[src/rtl/branch_predictor.sv]
// Direct-mapped BTB with 2-bit saturating counters; combinational lookup, edge-trained.
// Optional resolved-branch / misprediction counters under `BP_STATS_EN.
module branch_predictor #(
  parameter int unsigned ENTRIES = 16,
  parameter int unsigned IDX_W   = $clog2(ENTRIES)
) (
  input  logic        clk_i,
  input  logic        rst_i,
  input  logic [31:0] pc_i,
  output logic        pred_taken_o,
  output logic [31:0] pred_target_o,
  input  logic        upd_valid_i,
  input  logic [31:0] upd_pc_i,
  input  logic        upd_taken_i,
  input  logic [31:0] upd_target_i,
  input  logic        upd_mispred_i,
  input  logic        clear_i
`ifdef BP_STATS_EN
  ,
  output logic [31:0] stat_branches_o,
  output logic [31:0] stat_mispred_o
`endif
);

  localparam int unsigned TAG_W = 32 - IDX_W - 2;

  logic [ENTRIES-1:0] valid_q, valid_d;
  logic [1:0]         ctr_q    [ENTRIES];
  logic [1:0]         ctr_d    [ENTRIES];
  logic [TAG_W-1:0]   tag_q    [ENTRIES];
  logic [31:0]        target_q [ENTRIES];

  logic [IDX_W-1:0] lk_idx, up_idx;
  logic [TAG_W-1:0] lk_tag, up_tag;
  logic             lk_hit, up_hit;
  logic             tag_we, tgt_we;

  // Lookup path: pure function of pc_i and current table state, no bypass.
  assign lk_idx        = pc_i[IDX_W+1:2];
  assign lk_tag        = pc_i[31:IDX_W+2];
  assign lk_hit        = valid_q[lk_idx] && (tag_q[lk_idx] == lk_tag);
  assign pred_taken_o  = lk_hit && ctr_q[lk_idx][1];
  assign pred_target_o = pred_taken_o ? target_q[lk_idx] : pc_i + 32'd4;

  assign up_idx = upd_pc_i[IDX_W+1:2];
  assign up_tag = upd_pc_i[31:IDX_W+2];
  assign up_hit = valid_q[up_idx] && (tag_q[up_idx] == up_tag);

  // Training; clear wins over a same-cycle update, which is then dropped.
  always_comb begin
    valid_d = valid_q;
    ctr_d   = ctr_q;
    tag_we  = 1'b0;
    tgt_we  = 1'b0;
    if (clear_i) begin
      valid_d = '0;
    end else if (upd_valid_i) begin
      if (up_hit) begin
        if (upd_taken_i) begin
          if (ctr_q[up_idx] != 2'b11) ctr_d[up_idx] = ctr_q[up_idx] + 2'd1;
          tgt_we = 1'b1;
        end else if (ctr_q[up_idx] != 2'b00) begin
          ctr_d[up_idx] = ctr_q[up_idx] - 2'd1;
        end
      end else if (upd_taken_i) begin
        valid_d[up_idx] = 1'b1;
        ctr_d[up_idx]   = 2'b10;
        tag_we          = 1'b1;
        tgt_we          = 1'b1;
      end
    end
  end

  always_ff @(posedge clk_i or posedge rst_i) begin
    if (rst_i) begin
      valid_q <= '0;
      for (int unsigned i = 0; i < ENTRIES; i++) ctr_q[i] <= 2'b01;
    end else begin
      valid_q <= valid_d;
      ctr_q   <= ctr_d;
    end
  end

  // Tags and targets are don't-care while invalid, so they carry no reset.
  always_ff @(posedge clk_i) begin
    if (tag_we && !rst_i) tag_q[up_idx]    <= up_tag;
    if (tgt_we && !rst_i) target_q[up_idx] <= upd_target_i;
  end

`ifdef BP_STATS_EN
  logic [31:0] br_q, br_d, mp_q, mp_d;

  always_comb begin
    br_d = br_q;
    mp_d = mp_q;
    if (upd_valid_i && (br_q != 32'hFFFF_FFFF)) br_d = br_q + 32'd1;
    if (upd_valid_i && upd_mispred_i && (mp_q != 32'hFFFF_FFFF)) mp_d = mp_q + 32'd1;
  end

  always_ff @(posedge clk_i or posedge rst_i) begin
    if (rst_i) begin
      br_q <= '0;
      mp_q <= '0;
    end else begin
      br_q <= br_d;
      mp_q <= mp_d;
    end
  end

  assign stat_branches_o = br_q;
  assign stat_mispred_o  = mp_q;

  logic unused_bits;
  assign unused_bits = ^{pc_i[1:0], upd_pc_i[1:0]};
`else
  logic unused_bits;
  assign unused_bits = ^{pc_i[1:0], upd_pc_i[1:0], upd_mispred_i};
`endif

endmodule

[config.mk]
export PLATFORM = sky130hd
export DESIGN_NAME = branch_predictor
export DESIGN_NICKNAME = d
export VERILOG_FILES = /design/src/rtl/branch_predictor.sv
export SDC_FILE = /design/constraint.sdc
export NUM_CORES = 1
export LEC_CHECK = 0
export CORE_AREA = 5 5 316 318
export DETAILED_ROUTE_END_ITERATION = 16
export DIE_AREA = 0 0 321 323
export PLACE_DENSITY = 0.71
export SYNTH_ARGS = -nofsm -noshare
export SYNTH_HDL_FRONTEND = slang
export SYNTH_SLANG_ARGS = --single-unit
[constraint.sdc]
create_clock -name clk_i -period 10 [get_ports clk_i]
set_clock_uncertainty 0.15 [all_clocks]
set_input_delay 2 -clock clk_i [delete_from_list [all_inputs] [get_ports clk_i]]
set_output_delay 2 -clock clk_i [all_outputs]
set_load 0.02 [all_outputs]
==> results of run 1 <==
[cell usage after synthesis, drive strengths merged, types with 12 or more instances]
| cell | n | area [um2] |
|---|---|---|
| edfxtp | 928 | 27900 |
| mux4 | 384 | 8650 |
| buf | 97 | 613 |
| mux2i | 79 | 791 |
| nor2 | 75 | 282 |
| mux2 | 74 | 946 |
| xnor2 | 64 | 561 |
| nand2 | 57 | 216 |
| nand3 | 39 | 195 |
| clkbuf | 35 | 131 |
| dfrtp | 32 | 801 |
| a21oi | 24 | 120 |
| xor2 | 24 | 210 |
| nand4 | 17 | 113 |
| dfstp | 16 | 420 |
| o32ai | 16 | 223 |
| nor2b | 13 | 81.3 |
| a22oi | 12 | 90.1 |
[metrics by stage]
stage	worst slack [ns]	total power [W]	area [um2]	hold slack [ns]	cells
2_1_floorplan	2.71	0.00500	43100	0.326	2090
3_3_place_gp	1.18	0.00523	46000	0.349	3419
3_5_place_dp	1.16	0.00524	46000	0.354	3419
4_1_cts	1.16	0.00876	49100	0.373	3598
5_1_grt	0.852	0.00898	49100	0.396	3601
6_report	1.08	0.00871	49100	0.370	3606
[critical path, stage by stage]
cell	delay, ns
buf_8	0.44
buf_12	0.43
mux4_2	0.59
mux4_2	0.55
xnor2_1	0.46
nor4bb_1	0.62
nand4_4	0.13
buf_4	0.36
mux2_4	0.40
clkdlybuf4s50_1	0.62
[report_power, final]
| group | switching (W) | internal [W] | leakage, nW |
|---|---|---|---|
| sequential | 0.0000157 | 0.00450 | 8.93 |
| combinational | 0.000352 | 0.000287 | 5.05 |
| clock | 0.00154 | 0.00201 | 1.52 |
| total | 0.00191 | 0.00680 | 15.5 |
[cell type report]
class	instances	area (um2)
flip-flops and latches	976	29100
repair buffers	185	1770
fillers	7451	47200
diodes	8	20.0
clock inverters	53	514
inverters	8	30.0
clock buffers	126	2610
multi-input cells	974	13500
well taps	1276	1600
[sequential cells by signal, summed over array words and instances (netlist names)]
name and count:
target_q 512, tag_q 416, ctr_q 32, valid_q 16
[layer usage]
metal,up-vias,routed length [um]
li1,9158,-
met1,12152,42900
met2,1326,53600
met3,200,11800
met4,4,3570
met5,-,23
[cells by family after synthesis]
kind of cell | Yosys count
AO/OA/AOI/OAI | 94
XOR/XNOR | 88
adder cells (fa/ha/maj) | 3
buffers and inverters | 140
flip-flops | 976
multiplexers | 537
AND/OR/NAND/NOR | 252
[layout by cell type (no fill, tap or decap), drive strengths merged, types with 3 or more instances in the layout]
master,netlist,final
dfrtp,32,32
nand3,39,39
diode,0,8
nor2,75,75
a22oi,12,12
mux2i,79,79
a211oi,4,4
and4,3,3
ha,3,3
a21oi,24,24
buf,97,61
nor2b,13,13
and3,9,9
dfstp,16,16
o21ai,9,9
a221oi,6,6
nor4,5,5
edfxtp,928,928
o22ai,6,6
mux2,74,74
inv,8,9
clkdlybuf4s50,0,123
nand2b,7,7
clkbuf,35,127
o211ai,8,8
xnor2,64,64
nor3,9,9
nand4,17,17
o32ai,16,16
clkinv,0,44
and2,3,3
xor2,24,24
mux4,384,384
nand2,57,57
bufinv,0,6
[worst min path at each step]
stage                     start           to  slack [ns]  depth (start not counted)
floorplan             ctr_q[19]    ctr_q[19]        0.33                          1
global route          ctr_q[23]    ctr_q[23]        0.40                          1
detailed placement    ctr_q[29]    ctr_q[29]        0.35                          1
CTS                   ctr_q[29]    ctr_q[29]        0.37                          1
global placement    valid_q[12]  valid_q[12]        0.35                          2
finish                 ctr_q[9]     ctr_q[9]        0.37                          1
==> summary.txt, run 1 <==
Floorplanning
  • Site Rows: 114
  • Die W: 321 um
  • Total die area: 104000 um2
  • # IOs: 135
  • Chip Height: 323 um
  • Initial Utilization: 44.7%
  • Core area: 96300 um2

Setup path
  • Startpoint types: input pin
  • Crit path DAT: 6.77 ns
  • Crit. Startpoint: pc_i[2]
  • CP Class: in -> out
  • Worst R2R Path Depth: 10
  • CP max FO: 51
  • CP Capture Point: pred_target_o[18]
  • Worst setup EP type: output port
  • FF-to-FF Start: tag_q[13][8]
  • R2R setup slack: 5.13 ns
  • Critical R2R Capture: tag_q[8][5]
  • WP data required: 7.85 ns

Yosys
  • Synth Area in Adders: 0.0872%
  • Simple-gate portion of the synthesized area: 2.90%
  • Post-Syn Nets: 2195
  • Synth Area per Inst: 20.6 um2
  • Synth Warn #: 0
  • #FFs+latches synth: 976
  • Mapped Area: 43100 um2
  • Compound-Gate Fraction of Synth Area: 1.78%
  • Top FF cell, synth: edfxtp_1
  • Async SR Flop Fraction: 4.92%
  • Xor and xnor fraction of the mapped netlist area: 1.79%
  • Multiplexer area fraction after synthesis: 24.1%
  • Post-synth cell types: 64
  • Register area share after synthesis: 67.5%
  • Main combinational cell family by area after synthesis: multiplexers
  • Cells after synthesis: 2090
  • Post-synth EDFFs: 928

Timing
  • Setup TNS: 0 ns
  • Hold Violations, Final: 0
  • Final setup viols: 0
  • Min Clock Period, post-route: 8.92 ns
  • Max Slew Vio Count: 0
  • RSZ-0062 raised after global routing: no
  • Slew @ Worst Pin: 1.29 ns
  • Rel. slew slack: 14.2%
  • Final period utilization: 89.2%
  • Max Clock Freq: 0.112 GHz

Route
  • First DRT Iteration DRCs: 2854
  • Via count: 22840
  • Drt first pass iters: 5
  • Routed WL per cell: 31.0 um
  • Vias per cell: 6.33
  • Residual DRC: 0
  • Antenna-violating nets left: 0
  • WL final: 112000 um

CTS
  • Clock tree buffer depth: 3
  • CTS tree: yes
  • Worst-path clk slew: 0.06 ns
  • Root buf cell: clkbuf_16
  • Num CTS Buffers: 98
  • Clk_lat worst skew: 0.69 ns
  • H-tree levels: 3
  • Setup Buffers After CTS: 0
  • Sink Count: 976
  • Hold bufs inserted after CTS: 0
  • CTS resizes: 0

Min path
  • Hold Path Class: reg -> reg

Run status
  • Status: completed

Run
  • Max-Cap Viols: 0

Placed design
  • Port Buf Inserts: 131
  • Global placer's final weighted congestion: 0.912
  • Dpl hpwl: 64300 um

Finish
  • # nets final: 2348
  • Utilization after layout: 51.0%
  • Layout cell share with drive strength beyond 1: 30.5%
  • Area Overhead vs Synth: 14.0%

Global route
  • All-Layer GR Usage: 21.4%
  • Initial antenna violation count: 11
  • Vias in the first global route: 23193
  • Wire length of the first global-routing pass: 162000 um
  • Global routing's busiest layer: met2
  • Met3 Track Usage GR: 5.28%
  • Total congestion overflow: 0
  • Largest net degree at the start of global routing: 86
  • Grt met1 use: 29.5%
  • M2 GR Usage: 34.2%

Pwr
  • Pleak: 15.5 nW
  • PwrDens: 177 nW/um2
  • VDD IR max: 0.000161 V
Power figures use the tool's default switching activity.
==> run 2: changes to the inputs <==
Clock period 10 ns to 11.4 ns, I/O delays scaled along.
==> run 2 against run 1 <==
Against the previous run: setup slack gained 0.59 ns; sequential share of layout area is essentially flat; clock power shrank 9.6%; critical endpoint is now pred_target_o[19].
==> summary.txt, run 2 (same netlist as run 1, synthesis figures left out) <==
Run status
  • Status: completed

Setup path
  • Worst setup EP type: output port
  • CP max FO: 102
  • Crit-path cells: buf_8 -> buf_4 -> nand3_1 -> o211ai_1 -> o21ai_0 -> o21ai_0 -> o211a_1 -> nor4bb_1 -> nand4_4 -> buf_4 -> mux2_4 -> clkdlybuf4s50_1
  • WP buf/inv: 4
  • Slowest-stage cell, CP: buf_4
  • CP Capture Point: pred_target_o[19]
  • WP data required: 8.97 ns
  • CP Class: in -> out
  • Crit. Startpoint: pc_i[3]
  • Worst R2R Path Depth: 10
  • Critical R2R Capture: tag_q[4][25]
  • Number of cells on the critical path: 12
  • Crit-path max cell delay: 0.94 ns
  • Crit-path leading delay family: buffers and inverters
  • FF-to-FF Start: tag_q[9][8]
  • Crit path DAT: 7.30 ns
  • Startpoint types: input pin
  • R2R setup slack: 6.52 ns

Global route
  • Wire length of the first global-routing pass: 162000 um
  • Total congestion overflow: 0
  • All-Layer GR Usage: 21.3%
  • Initial antenna violation count: 7
  • Largest net degree at the start of global routing: 103
  • Vias in the first global route: 23419

Finish
  • Biggest regs: target_q: 512 flops, tag_q: 416 flops, ctr_q: 32 flops
  • Area Overhead vs Synth: 14.1%
  • Max reg flops: 512
  • Final Cell Area: 49100 um2
  • Commonest non-fill, non-tap cell in the layout: edfxtp_1
  • Commonest non-fill, non-tap cells in the layout: edfxtp_1, mux4_2, clkdlybuf4s50_1
  • Layout cell share with drive strength beyond 1: 30.3%
  • Reg with most FFs: target_q
  • # nets final: 2346

Pwr
  • VDD IR max: 0.000172 V
  • Pleak: 15.5 nW
  • PwrDens: 157 nW/um2

Route
  • WL final: 112000 um
  • Antenna-violating nets left: 0
  • Drt first pass iters: 6
  • Routed WL per cell: 31.2 um
  • Vias per cell: 6.32
  • First DRT Iteration DRCs: 2600
  • Via count: 22751
  • Residual DRC: 0

Floorplanning
  • Total die area: 104000 um2
  • Core area: 96300 um2
  • Site Rows: 114
  • Die W: 321 um
  • # IOs: 135
  • Initial Utilization: 44.7%
  • Chip Height: 323 um

CTS
  • CTS tree: yes
  • Clk_lat worst skew: 0.68 ns
  • CTS resizes: 0
  • Hold bufs inserted after CTS: 0
  • Clock tree buffer depth: 3
  • H-tree levels: 3
  • Num CTS Buffers: 99
  • Root buf cell: clkbuf_16
  • Sink Count: 976
  • Worst-path clk slew: 0.06 ns
  • Setup Buffers After CTS: 0

Timing
  • Max Clock Freq: 0.103 GHz
  • Max Slew Vio Count: 0
  • Rel. slew slack: 14.5%
  • Hold Violations, Final: 0
  • Min Clock Period, post-route: 9.73 ns
  • RSZ-0062 raised after global routing: no
  • Final setup viols: 0
  • Setup TNS: 0 ns
  • Final period utilization: 85.3%
  • Slew @ Worst Pin: 1.28 ns

Min path
  • Hold path cells: 1
  • Hold Path Class: reg -> reg

Placed design
  • Global placer's final weighted congestion: 0.953
  • Dpl hpwl: 64600 um
  • Placed cell areas: 45900 um2
  • Port Buf Inserts: 131

Run
  • Max-Cap Viols: 0
-- run 2: worst min-delay path by stage --
stage                           start           to  slack, ns
after global routing      valid_q[13]  valid_q[13]       0.41
after detailed placement    ctr_q[27]    ctr_q[27]       0.36
after floorplan             ctr_q[19]    ctr_q[19]       0.33
after global placement      ctr_q[19]    ctr_q[19]       0.35
after CTS                   ctr_q[27]    ctr_q[27]       0.38
final                       ctr_q[27]    ctr_q[27]       0.38
-- run 2: through the flow --
stage / setup WS [ns] / power (W) / cells / util [%] / hold slack, ns
3_3_place_gp: 1.69 / 0.00458 / 3416 / 47.7 / 0.346
5_1_grt: 1.47 / 0.00796 / 3596 / 51.0 / 0.408
6_report: 1.67 / 0.00773 / 3598 / 51.0 / 0.382
4_1_cts: 1.68 / 0.00778 / 3594 / 51.0 / 0.382
2_1_floorplan: 3.55 / 0.00438 / 2090 / - / 0.326
3_5_place_dp: 1.67 / 0.00460 / 3416 / 47.7 / 0.365
-- run 2: where the power goes --
part           internal (W)  switching (W)
Combinational      0.000250       0.000309
Sequential          0.00395      0.0000141
Clock               0.00185        0.00136
Total               0.00605        0.00168
-- run 2: metal layers --
layer  global-route usage, %  wire (um)
met1                    29.3      43400
met2                    34.3      54200
met3                    5.07      10800
met4                    6.91       3700
met5                       0         13
-- run 2: area by class of cell --
| cell class | count | area [um2] |
|---|---|---|
| Timing Repair Buffer | 182 | 1710 |
| Inverter | 8 | 30.0 |
| Clock buffer | 130 | 2640 |
| Antenna cell | 4 | 10.0 |
| Tap cell | 1276 | 1600 |
| Clock inverter | 48 | 581 |
| Sequential cell | 976 | 29100 |
| Multi-Input combinational cell | 974 | 13500 |
| Fill cell | 7486 | 47200 |
-- run 2: worst reg2reg max path, cell delays in order, from the launching register on --
cell       delay, ns
edfxtp_1        0.41
mux4_2          0.49
a22oi_1         0.21
nand3_1         0.15
xnor2_1         0.32
nand4_1         0.31
a2111oi_4       0.63
nand2_2         0.46
nand2b_2        0.80
nor2_4          0.28
buf_4           0.36
